$ cat config.mk
export PLATFORM = sky130hd
export DESIGN_NAME = datapath_mc
export DESIGN_NICKNAME = d
export VERILOG_FILES = /design/src/rtl/datapath_mc.sv
export SDC_FILE = /design/constraint.sdc
export NUM_CORES = 1
export LEC_CHECK = 0
export CAP_MARGIN = 20
export CORE_ASPECT_RATIO = 0.5
export CORE_UTILIZATION = 60
export DETAILED_ROUTE_END_ITERATION = 10
export GPL_TIMING_DRIVEN = 0
export PLACE_DENSITY = 0.81
export SYNTH_ARGS = -nofsm -noshare
export SYNTH_HDL_FRONTEND = slang
export SYNTH_SLANG_ARGS = --single-unit
$ cat constraint.sdc
create_clock -name clk -period 10.55 [get_ports clk]
set_clock_uncertainty 0.15 [all_clocks]
set_input_delay 1.055 -clock clk [delete_from_list [all_inputs] [get_ports clk]]
set_output_delay 1.055 -clock clk [all_outputs]
set_load 0.03 [all_outputs]
$ cat src/rtl/datapath_mc.sv
// Register-file datapath with shifter, ALU, C/status registers and a shift-add multiplier.
// Latency: ALU ops 1 cycle; MUL WIDTH cycles. No backpressure; the controller stalls on busy.
module datapath_mc #(
    parameter int WIDTH = 16,
    parameter int NREG  = 8,
    parameter int PCW   = 8,
    localparam int RAW  = $clog2(NREG)
) (
    input  logic             clk,
    input  logic             reset,
    input  logic [RAW-1:0]   readnum,
    input  logic [RAW-1:0]   writenum,
    input  logic             write,
    input  logic             loada,
    input  logic             loadb,
    input  logic             loadc,
    input  logic             loads,
    input  logic             asel,
    input  logic             bsel,
    input  logic [1:0]       vsel,
    input  logic [1:0]       shift,
    input  logic [2:0]       ALUop,
    input  logic [WIDTH-1:0] mdata,
    input  logic [WIDTH-1:0] sximm8,
    input  logic [WIDTH-1:0] sximm5,
    input  logic [PCW-1:0]   PC,
    output logic [WIDTH-1:0] C,
    output logic [2:0]       statusout,
    output logic             busy,
    output logic             done
);

    localparam int CW = $clog2(WIDTH);

    typedef enum logic {S_IDLE, S_MUL} state_t;

    state_t           r_state;
    state_t           w_state_nxt;
    logic [WIDTH-1:0] r_regs [NREG];
    logic [WIDTH-1:0] r_a;
    logic [WIDTH-1:0] r_b;
    logic [WIDTH-1:0] r_c;
    logic [2:0]       r_status;
    logic [WIDTH-1:0] r_mcand;
    logic [WIDTH-1:0] r_mplier;
    logic [WIDTH-1:0] r_acc;
    logic [CW-1:0]    r_cnt;
    logic             r_mul_s;
    logic             r_done;

    logic [WIDTH-1:0] w_rdata;
    logic [WIDTH-1:0] w_wdata;
    logic [WIDTH-1:0] w_pc_ext;
    logic [WIDTH-1:0] w_shout;
    logic [WIDTH-1:0] w_ain;
    logic [WIDTH-1:0] w_bin;
    logic [WIDTH-1:0] w_alu;
    logic             w_v;
    logic [WIDTH-1:0] w_acc_nxt;
    logic             w_mul_req;
    logic             w_start;
    logic             w_finish;
    logic             w_single;

    assign w_pc_ext = WIDTH'(PC);
    assign w_rdata  = r_regs[readnum];

    always_comb begin
        w_wdata = mdata;
        case (vsel)
            2'b00:   w_wdata = mdata;
            2'b01:   w_wdata = sximm8;
            2'b10:   w_wdata = w_pc_ext;
            default: w_wdata = r_c;
        endcase
    end

    // Read-before-write: a same-cycle read of writenum still sees the old entry.
    always_ff @(posedge clk or posedge reset) begin
        if (reset) begin
            for (int i = 0; i < NREG; i++) begin
                r_regs[i] <= '0;
            end
        end else if (write) begin
            r_regs[writenum] <= w_wdata;
        end
    end

    always_ff @(posedge clk or posedge reset) begin
        if (reset) begin
            r_a <= '0;
            r_b <= '0;
        end else begin
            if (loada) r_a <= w_rdata;
            if (loadb) r_b <= w_rdata;
        end
    end

    always_comb begin
        w_shout = r_b;
        case (shift)
            2'b00:   w_shout = r_b;
            2'b01:   w_shout = {r_b[WIDTH-2:0], 1'b0};
            2'b10:   w_shout = {1'b0, r_b[WIDTH-1:1]};
            default: w_shout = {r_b[WIDTH-1], r_b[WIDTH-1:1]};
        endcase
    end

    assign w_ain = asel ? '0 : r_a;
    assign w_bin = bsel ? sximm5 : w_shout;

    always_comb begin
        w_alu = w_ain + w_bin;
        w_v   = (w_ain[WIDTH-1] == w_bin[WIDTH-1]) && (w_alu[WIDTH-1] != w_ain[WIDTH-1]);
        case (ALUop)
            3'b001: begin
                w_alu = w_ain - w_bin;
                w_v   = (w_ain[WIDTH-1] != w_bin[WIDTH-1]) && (w_alu[WIDTH-1] != w_ain[WIDTH-1]);
            end
            3'b010: begin
                w_alu = w_ain & w_bin;
                w_v   = 1'b0;
            end
            3'b011: begin
                w_alu = ~w_bin;
                w_v   = 1'b0;
            end
            3'b100: w_v = 1'b0;
            default: ;
        endcase
    end

    assign w_mul_req = loadc && (ALUop == 3'b100);

    always_ff @(posedge clk or posedge reset) begin
        if (reset) r_state <= S_IDLE;
        else       r_state <= w_state_nxt;
    end

    always_comb begin
        w_state_nxt = r_state;
        w_start     = 1'b0;
        w_finish    = 1'b0;
        case (r_state)
            S_IDLE: begin
                if (w_mul_req) begin
                    w_start     = 1'b1;
                    w_state_nxt = S_MUL;
                end
            end
            S_MUL: begin
                if (r_cnt == '0) begin
                    w_finish    = 1'b1;
                    w_state_nxt = S_IDLE;
                end
            end
            default: w_state_nxt = S_IDLE;
        endcase
    end

    assign w_acc_nxt = r_acc + (r_mplier[0] ? r_mcand : '0);

    always_ff @(posedge clk or posedge reset) begin
        if (reset) begin
            r_mcand  <= '0;
            r_mplier <= '0;
            r_acc    <= '0;
            r_cnt    <= '0;
            r_mul_s  <= 1'b0;
        end else if (w_start) begin
            r_mcand  <= w_ain;
            r_mplier <= w_bin;
            r_acc    <= '0;
            r_cnt    <= CW'(WIDTH - 1);
            r_mul_s  <= loads;
        end else if (r_state == S_MUL) begin
            r_acc    <= w_acc_nxt;
            r_mcand  <= {r_mcand[WIDTH-2:0], 1'b0};
            r_mplier <= {1'b0, r_mplier[WIDTH-1:1]};
            r_cnt    <= w_finish ? '0 : r_cnt - 1'b1;
        end
    end

    // Single-cycle updates only while idle; a MUL opcode never updates C/status directly.
    assign w_single = (r_state == S_IDLE) && (ALUop != 3'b100);

    always_ff @(posedge clk or posedge reset) begin
        if (reset) begin
            r_c      <= '0;
            r_status <= '0;
            r_done   <= 1'b0;
        end else begin
            r_done <= w_finish;
            if (w_finish) begin
                r_c <= w_acc_nxt;
                if (r_mul_s) r_status <= {1'b0, w_acc_nxt[WIDTH-1], (w_acc_nxt == '0)};
            end else if (w_single) begin
                if (loadc) r_c <= w_alu;
                if (loads) r_status <= {w_v, w_alu[WIDTH-1], (w_alu == '0)};
            end
        end
    end

    assign C         = r_c;
    assign statusout = r_status;
    assign busy      = (r_state == S_MUL);
    assign done      = r_done;

endmodule

=== Word-level counts from Yosys, hierarchy flattened ===
Cells that the tools add are included.

* Register bits: 234
* Logic and storage cells: 97
* Output and inout bits: 21
* Bits of input ports: 78

* Reductions and logical operators: 17
* Bitwise logic cells: 5
* Magnitude comparators: 3
* Multiplexer cells: 35
* Equality and inequality tests: 14
* Add/subtract/negate cells: 4

{| class="wikitable"
|+ Operators with widths
! cell !! count
|-
| $mux W16 || 15
|-
| $pmux W16 S3 || 3
|-
| $bwmux W128 || 1
|-
| $bmux W16 S3 || 1
|-
| $demux W16 S3 || 1
|-
| $add A16 B16 Y16 || 2
|-
| $logic_not A16 Y1 || 2
|-
| $and A16 B16 Y16 || 1
|-
| $not A16 Y16 || 1
|-
| $sub A16 B16 Y16 || 1
|-
| $mux W3 || 4
|-
| $mux W4 || 3
|-
| $ge A4 B4 Y1 const B || 2
|-
| $not A3 Y4 || 2
|-
| $reduce_bool A2 Y1 || 4
|-
| $eq A3 B2 Y1 const B || 2
|-
| $logic_and A1 B1 Y1 || 5
|-
| $mux W1 || 5
|-
| $eq A2 B1 Y1 const B || 2
|-
| $eq A2 B2 Y1 const B || 2
|-
| $logic_not A2 Y1 || 2
|-
| $logic_not A4 Y1 || 1
|-
| $lt A4 B1 Y1 const B || 1
|-
| $pmux W1 S2 || 2
|-
| other kinds (11) || 13
|}

=== Longest topological paths before layout ===
Gate-level depths: netlist of the first run.

* Depth after elaboration: 10
* Depth in mapped cells: 17
* Depth with buffers taken out: 15

=== Worst setup path before layout of the first run ===
No wires, ideal clock.

* Path type: in2reg
* Start point: input port shift[1]
* End point: register r_status[0] (netlist: statusout[0])
* Cell stages on the path: 16
* Setup slack: 5.995 ns
* Data arrival time: 4.329 ns
* Data required time: 10.324 ns
* Library setup time: 0.076 ns
* Path buffers: 2
* Path through: buf_2 buf_2 nor3b_1 a21oi_1 o21ai_0 ha_1 inv_1 fa_1 nor2b_1 o2111a_1 o31a_1 o41ai_2 a221oi_1 a22oi_1 or4b_1 o21ai_1

* Longest elaborated chain between the ends: 9
* Elaborated cells on any way between the ends: 14
* Classes of those cells: add/sub: 2; eq/ne: 2; mux: 6; bitwise: 2; reduce/logical: 2

{| class="wikitable"
|+ Ends and longest elaborated chain
! item !! RTL line !! source
|-
| from (decl) || 21 || <nowiki>input logic [1:0] shift,</nowiki>
|-
| $eq A2 B2 Y1 (tied with other cells) || 101 || <nowiki>case (shift)</nowiki>
|-
| $pmux W16 S3 (*) || 101 ||
|-
| $mux W16 (*) || 110 || <nowiki>assign w_bin = bsel ? sximm5 : w_shout;</nowiki>
|-
| $add A16 B16 Y16 (tied with other cells) || 113 || <nowiki>w_alu = w_ain + w_bin;</nowiki>
|-
| $pmux W16 S3 (*) || 115 || <nowiki>case (ALUop)</nowiki>
|-
| $logic_not A16 Y1 (*) || 199 || <nowiki>if (loads) r_status <= {w_v, w_alu[WIDTH-1], (w_alu == '0)};</nowiki>
|-
| $mux W3 (*) || 199 ||
|-
| $mux W3 (*) || 197 || <nowiki>end else if (w_single) begin</nowiki>
|-
| $mux W3 (*) || 194 || <nowiki>if (w_finish) begin</nowiki>
|-
| to (signal assigned) || 196 || <nowiki>if (r_mul_s) r_status <= {1'b0, w_acc_nxt[WIDTH-1], (w_acc_nxt == '0)};</nowiki>
|-
| to (signal assigned) || 199 ||
|-
| to (decl) || 43 || <nowiki>logic [2:0] r_status;</nowiki>
|}

Mark *: on every way between the ends. The rest lies on a longest branch, timed or not. The select of a mux whose other input is x is not followed.
A chain may end at the register's enable or synchronous reset.

=== Worst setup path after layout of the first run ===
Same ends and word-level chain as after synthesis.

==> impl_metrics.tcl, run 1 <==
set metrics [dict create \
    status "finished, final reports clean" \
    place.port_buffers 90 \
    yosysWarnings 0 \
    cts_buffers 21 \
    worstHoldPathType "register to register" \
    ios 99 \
    fin_crit_ps 5670 \
    netlist_top_cells_count "234 x dfrtp_1, 150 x nand2_1, 137 x nor2_1" \
    syn-num-nets 1573 \
    fin_nets 1688 \
    fin_hold_ws_ps 328 \
    rows 39 \
    multi_input_area_sq_um 7640 \
    synth_xor_xnor_area_share 0.0106 \
    place.gp.congestion 1.01 \
    synth-edff-count 0 \
    dr.pass1.iters 6 \
    finalMaxSlewViolations 0 \
    die-width_microns 219 \
    place_ws_ps 4410 \
    cts_resized 0 \
    syn_area_sq_um 14100 \
    drt-initial-drc-count 1447 \
    cts_setup_buffers 0 \
    fin_crit_sh 0.537 \
    grt_max_degree 134 \
    tightest_slew_ps 1010 \
    hold_viol 0 \
    async_flop_share 1.00 \
    dieArea_sq_um 24100 \
    worstSetupPathType "input port to register" \
    rsz0062_at_grt "false" \
    n_antenna_cell 0 \
    critPathMaxStageDelay_ps 550 \
    root_buffer "clkbuf_16" \
    grt.overflow.total 0 \
    muxShareOfSynthArea 0.171 \
    layout-drive-gt1-share 0.120 \
    arrival_ps 5970 \
    setup_viol 0 \
    worstHoldStart "r_regs[76]" \
    htreeDepth 1 \
    tns_ps 0 \
    powerDensity_nw_per_um2 221 \
    clkSlewWorstSetupHoldPaths_ps 70 \
    synth.top_cell.area_share 0.416 \
    fmax_mhz 176 \
    syn_inst 1445 \
    postPlaceCellArea_sq_um 15400 \
    dp.cells 1843 \
    crit_path_start_kind "input port" \
    vias 12100 \
    startpoint "shift[1]" \
    grt_pass1_vias 11700 \
    relSlewSlack 0.322 \
    finalNonFillerCells 1881 \
    synth_seq_cells 234 \
    yosys.cell_types.count 80 \
    drt-vias-per-instance 6.42 \
    ys_top_cells_by_area "dfrtp_1 42%, mux4_2 6.4%, mux2_2 6.3%" \
    clk_path_buf_depth 3 \
    core-area_sq_um 22900 \
    cts_hold_buf 0 \
    synth_top_family_by_area "multiplexers" \
    grt_pass1_wl_microns 65500 \
    antenna_found_initial 0 \
    synthFlopType "dfrtp_1" \
    p_leak_nw 6.85 \
    setup.worst_path.end_class "register" \
    clk_latency_ps 520 \
    critical_path.cell_chain "clkdlybuf4s50_1 > buf_2 > buf_2 > nor3b_1 > a21oi_1 > o21ai_0 > ha_1 > inv_1 > fa_1 > nor2b_1 > o2111a_1 > o31a_1 > nor2_1 > o21ai_0 > mux2i_1 > a21oi_1 > or4b_1 > o21ai_1" \
    cts_tree "yes" \
    power_mw 3.56 \
    fin_util 0.702 \
    yosysMostFrequentCell "dfrtp_1" \
    regArea_sq_um 5860 \
    wirelength_microns 42400 \
    r2r-start "r_b[0]" \
    route.detailed.drc 0 \
    clock_sinks 234 \
    dpl.hpwl_microns 32200 \
    required_ps 10860 \
    synthAdderAreaFrac 0.0460 \
    start_util 0.614 \
    worst_slack_ps 4880 \
    synth_simple_gate_area_share 0.144 \
    ys_seq_area_frac 0.416 \
    synth_area_leader_cell "dfrtp_1" \
    worst_path_max_delay_cell "or4b_1" \
    design_area_sq_um 16100 \
    nFillCells 1718 \
    path_max_fanout 10 \
    fp.dieH_microns 110 \
    antenna_left 0 \
    synth_compound_area_frac 0.171 \
    cap_violations 0 \
    grt_use_total 0.360 \
    wl_per_cell_microns 22.5 \
    vdd_drop_max_v 0.000208 \
    areaGrowthSynthToFinish_pct 14.4 \
    avgSynthCellArea_sq_um 9.74 \
]
==> logic make-up after synthesis <==
family | count (synthesis)
compound gates | 390
xor+xnor | 17
fa+ha+maj | 50
buf+inv | 142
flops | 234
mux | 180
simple gates | 432
==> sequential cells by signal, indices dropped and copies added, names as in the netlist <==
| signal | flops |
|---|---|
| r_mul_s | 1 |
| r_a | 16 |
| r_cnt | 4 |
| r_mcand | 16 |
| r_b | 16 |
| done | 1 |
| C | 16 |
| r_mplier | 16 |
| r_regs | 128 |
| statusout | 3 |
| r_acc | 16 |
| busy | 1 |
==> worst max-delay path, delay by kind of cell <==
| kind | cells | cell delay (ps) |
|---|---|---|
| muxes | 1 | 120 |
| adders and majority gates | 2 | 790 |
| and+or+nand+nor | 4 | 1120 |
| AOI/OAI and AO/OA | 7 | 1900 |
| buffers and inverters | 4 | 990 |
==> final cells by class <==
type	count	share of cell area
Buffer	90	0.0236
Clock buffer	31	0.0362
Clock inverter	6	0.00723
Inverter	52	0.0126
Multi-Input combinational cell	1069	0.475
Sequential cell	234	0.364
Tap cell	307	0.0239
Timing Repair Buffer	92	0.0580
==> placed cells by master, fill, tap and decap left out, types with 6 or more instances in the layout <==
master / n
o31a_1: 7
nand3_1: 12
o21a_1: 9
xnor2_1: 11
a21oi_1: 135
a21o_1: 6
mux4_2: 40
and3_1: 6
a211o_1: 6
a22oi_1: 13
o211ai_1: 10
clkbuf_16: 21
xor2_1: 6
a221o_1: 7
clkbuf_1: 77
nand2_1: 150
nor3_1: 21
buf_2: 9
clkdlybuf4s50_1: 90
nor2_1: 137
a211oi_1: 9
nor3b_1: 13
mux2i_1: 59
inv_1: 49
a31oi_1: 7
mux2_2: 79
and2_1: 16
ha_1: 47
o21ai_0: 122
nor2b_1: 29
nand2b_1: 12
dfrtp_1: 234
==> metal layers <==
metal / global-route usage / vias up / wire length (microns)
met5: 0 / - / 0
met4: 0.0989 / 0 / 1060
met3: 0.0823 / 77 / 3910
met2: 0.578 / 503 / 19400
met1: 0.496 / 6044 / 18100
li1: - / 5460 / -
==> where the power goes <==
group | total (mW) | internal, mW | switching, mW
sequential | 1.38 | 1.18 | 0.206
clock | 0.806 | 0.460 | 0.346
combinational | 1.37 | 0.575 | 0.795
total | 3.56 | 2.21 | 1.35
==> worst paths after layout <==
check	end	slack [ps]	cells after the start
worst max-delay path	statusout[0]	4880	18
worst min-delay path	r_regs[76]	330	2
worst max register to register	statusout[0]	5980	15
worst min register to register	r_regs[76]	330	2
max in group asynchronous	r_regs[93]	8240	3
min in group asynchronous	done	1010	2
(Power assumes the default switching activity.)
==> run 2: changes to the inputs <==
- CORE_UTILIZATION: 60 -> 54
- PLACE_DENSITY: 0.81 -> 0.77
- clock period: 10.55 -> 5.05 ns (I/O delays scaled with it)
==> run 2 against run 1 <==
Clock power increased by 120%; total power increased by 110%; flip-flop and latch count unchanged; critical endpoint unchanged; clock-buffer cell count increased by 3; final cell count increased by 2.3%; largest cell class unchanged; wire length increased by 5.7%; global-route usage decreased by 2.1 points.
==> impl_metrics.tcl, run 2 (synthesized netlist as in run 1, its figures left out) <==
set metrics [dict create \
    status "finished, final reports clean" \
    worstHoldPathType "input port to async pin" \
    clockPowerShare 0.234 \
    drt-initial-drc-count 1368 \
    intPower_mw 4.69 \
    power_mw 7.64 \
    htreeDepth 1 \
    tightest_slew_ps 1130 \
    postPlaceCellArea_sq_um 15500 \
    cts_setup_buffers 0 \
    p_leak_nw 6.93 \
    fin_nets 1694 \
    fin_crit_sh 0.989 \
    tns_ps 0 \
    place.port_buffers 90 \
    route.detailed.drc 0 \
    core-area_sq_um 25400 \
    p_comb_frac 0.386 \
    critPathMaxStageDelay_ps 680 \
    layout_commonest_cell "dfrtp_1" \
    clkSlewWorstSetupHoldPaths_ps 70 \
    grt.overflow.total 0 \
    layout-drive-gt1-share 0.130 \
    clk_path_buf_depth 3 \
    rsz0062_at_grt "false" \
    vdd_drop_max_v 0.000331 \
    antenna_left 0 \
    fp.dieH_microns 116 \
    drt-vias-per-instance 6.40 \
    start_util 0.554 \
    antenna_found_initial 1 \
    fin_util 0.644 \
    worst_path_max_delay_cell "o21ai_0" \
    finalNonFillerCells 1925 \
    wirelength_microns 44800 \
    hold_viol 0 \
    dp.cells 1886 \
    grt_pass1_wl_microns 68900 \
    seq_power_share 0.380 \
    grt_pass1_vias 12100 \
    powerDensity_nw_per_um2 467 \
    place_ws_ps -673 \
    dr.pass1.iters 6 \
    dpl.hpwl_microns 34000 \
    cap_violations 0 \
    areaGrowthSynthToFinish_pct 16.1 \
    path_max_fanout 10 \
    crit_path_start_kind "input port" \
    cts_resized 2 \
    ios 99 \
    clk_latency_ps 550 \
    rows 41 \
    wl_per_cell_microns 23.3 \
    largest_reg_flops 128 \
    critical_path.cell_chain "clkdlybuf4s50_1 > buf_2 > buf_2 > mux2i_1 > o21ai_0 > inv_1 > ha_1 > or3_1 > a211o_1 > o2111ai_2 > a21oi_1 > o21ai_1 > mux2i_1 > a21oi_2 > or4b_1 > o21ai_1" \
    root_buffer "clkbuf_16" \
    worstSetupPathType "input port to register" \
    dieArea_sq_um 26800 \
    worst_slack_ps 55.2 \
    arrival_ps 5310 \
    design_area_sq_um 16300 \
    largest_register "r_regs" \
    finalMaxSlewViolations 0 \
    setup.worst_path.end_class "register" \
    cts_tree "yes" \
    cts_buffers 22 \
    grt_use_total 0.339 \
    clock_sinks 234 \
    cts_hold_buf 0 \
    setup_viol 0 \
    vias 12300 \
    fin_crit_ps 4990 \
    grt_max_degree 44 \
    mostFrequentLayoutCells "234 x dfrtp_1, 150 x nand2_1, 137 x nor2_1" \
    n_antenna_cell 0 \
    place.gp.congestion 0.969 \
    relSlewSlack 0.246 \
    p_sw_frac 0.386 \
    die-width_microns 230 \
    p_switching_mw 2.95 \
    fin_hold_ws_ps 235 \
    required_ps 5370 \
    fmax_mhz 200 \
]
[run 2: final timing paths]
check / from / end / slack, ps / cells past startpoint
min: reset / r_regs[40] / 240 / 2
min reg2reg: r_regs[12] / r_regs[12] / 330 / 2
min in group clk: r_regs[12] / r_regs[12] / 330 / 2
max reg2reg: r_b[7] / statusout[0] / 550 / 14
max in group asynchronous: reset / r_mcand[12] / 3120 / 6
max: shift[1] / statusout[0] / 60 / 16
[run 2: metal layers]
| metal | vias to the layer above | part of all wire | global-route usage |
|---|---|---|---|
| li1 | 5448 | - | - |
| met2 | 585 | 0.44 | 0.514 |
| met3 | 111 | 0.093 | 0.0898 |
| met4 | 2 | 0.035 | 0.122 |
| met5 | - | 0.00027 | 0 |
| met1 | 6166 | 0.44 | 0.475 |
[run 2: worst max-delay path, delay by kind of cell]
family / cells / cell delay (ps)
AOI/OAI and AO/OA: 7 / 2100
adders and majority gates: 1 / 310
buffers and inverters: 4 / 1310
muxes: 2 / 270
and+or+nand+nor: 2 / 820
[run 2: area by class of cell]
type / instances / area, sq um
inverters: 52 / 199
multi-input cells: 1069 / 7680
repair buffers: 98 / 1030
well taps: 344 / 430
flip-flops and latches: 234 / 5860
clock buffers: 34 / 656
clock inverters: 5 / 115
fillers: 2011 / 9050
plain buffers: 89 / 377
[run 2: power by group through the flow]
stage	sequential, mW	clock [mW]	combinational, mW
2_1_floorplan	2.89	0	1.82
3_3_place_gp	2.85	0	2.75
3_5_place_dp	2.90	0	2.84
4_1_cts	2.88	1.79	2.88
5_1_grt	2.96	1.86	3.16
6_report	2.90	1.79	2.95
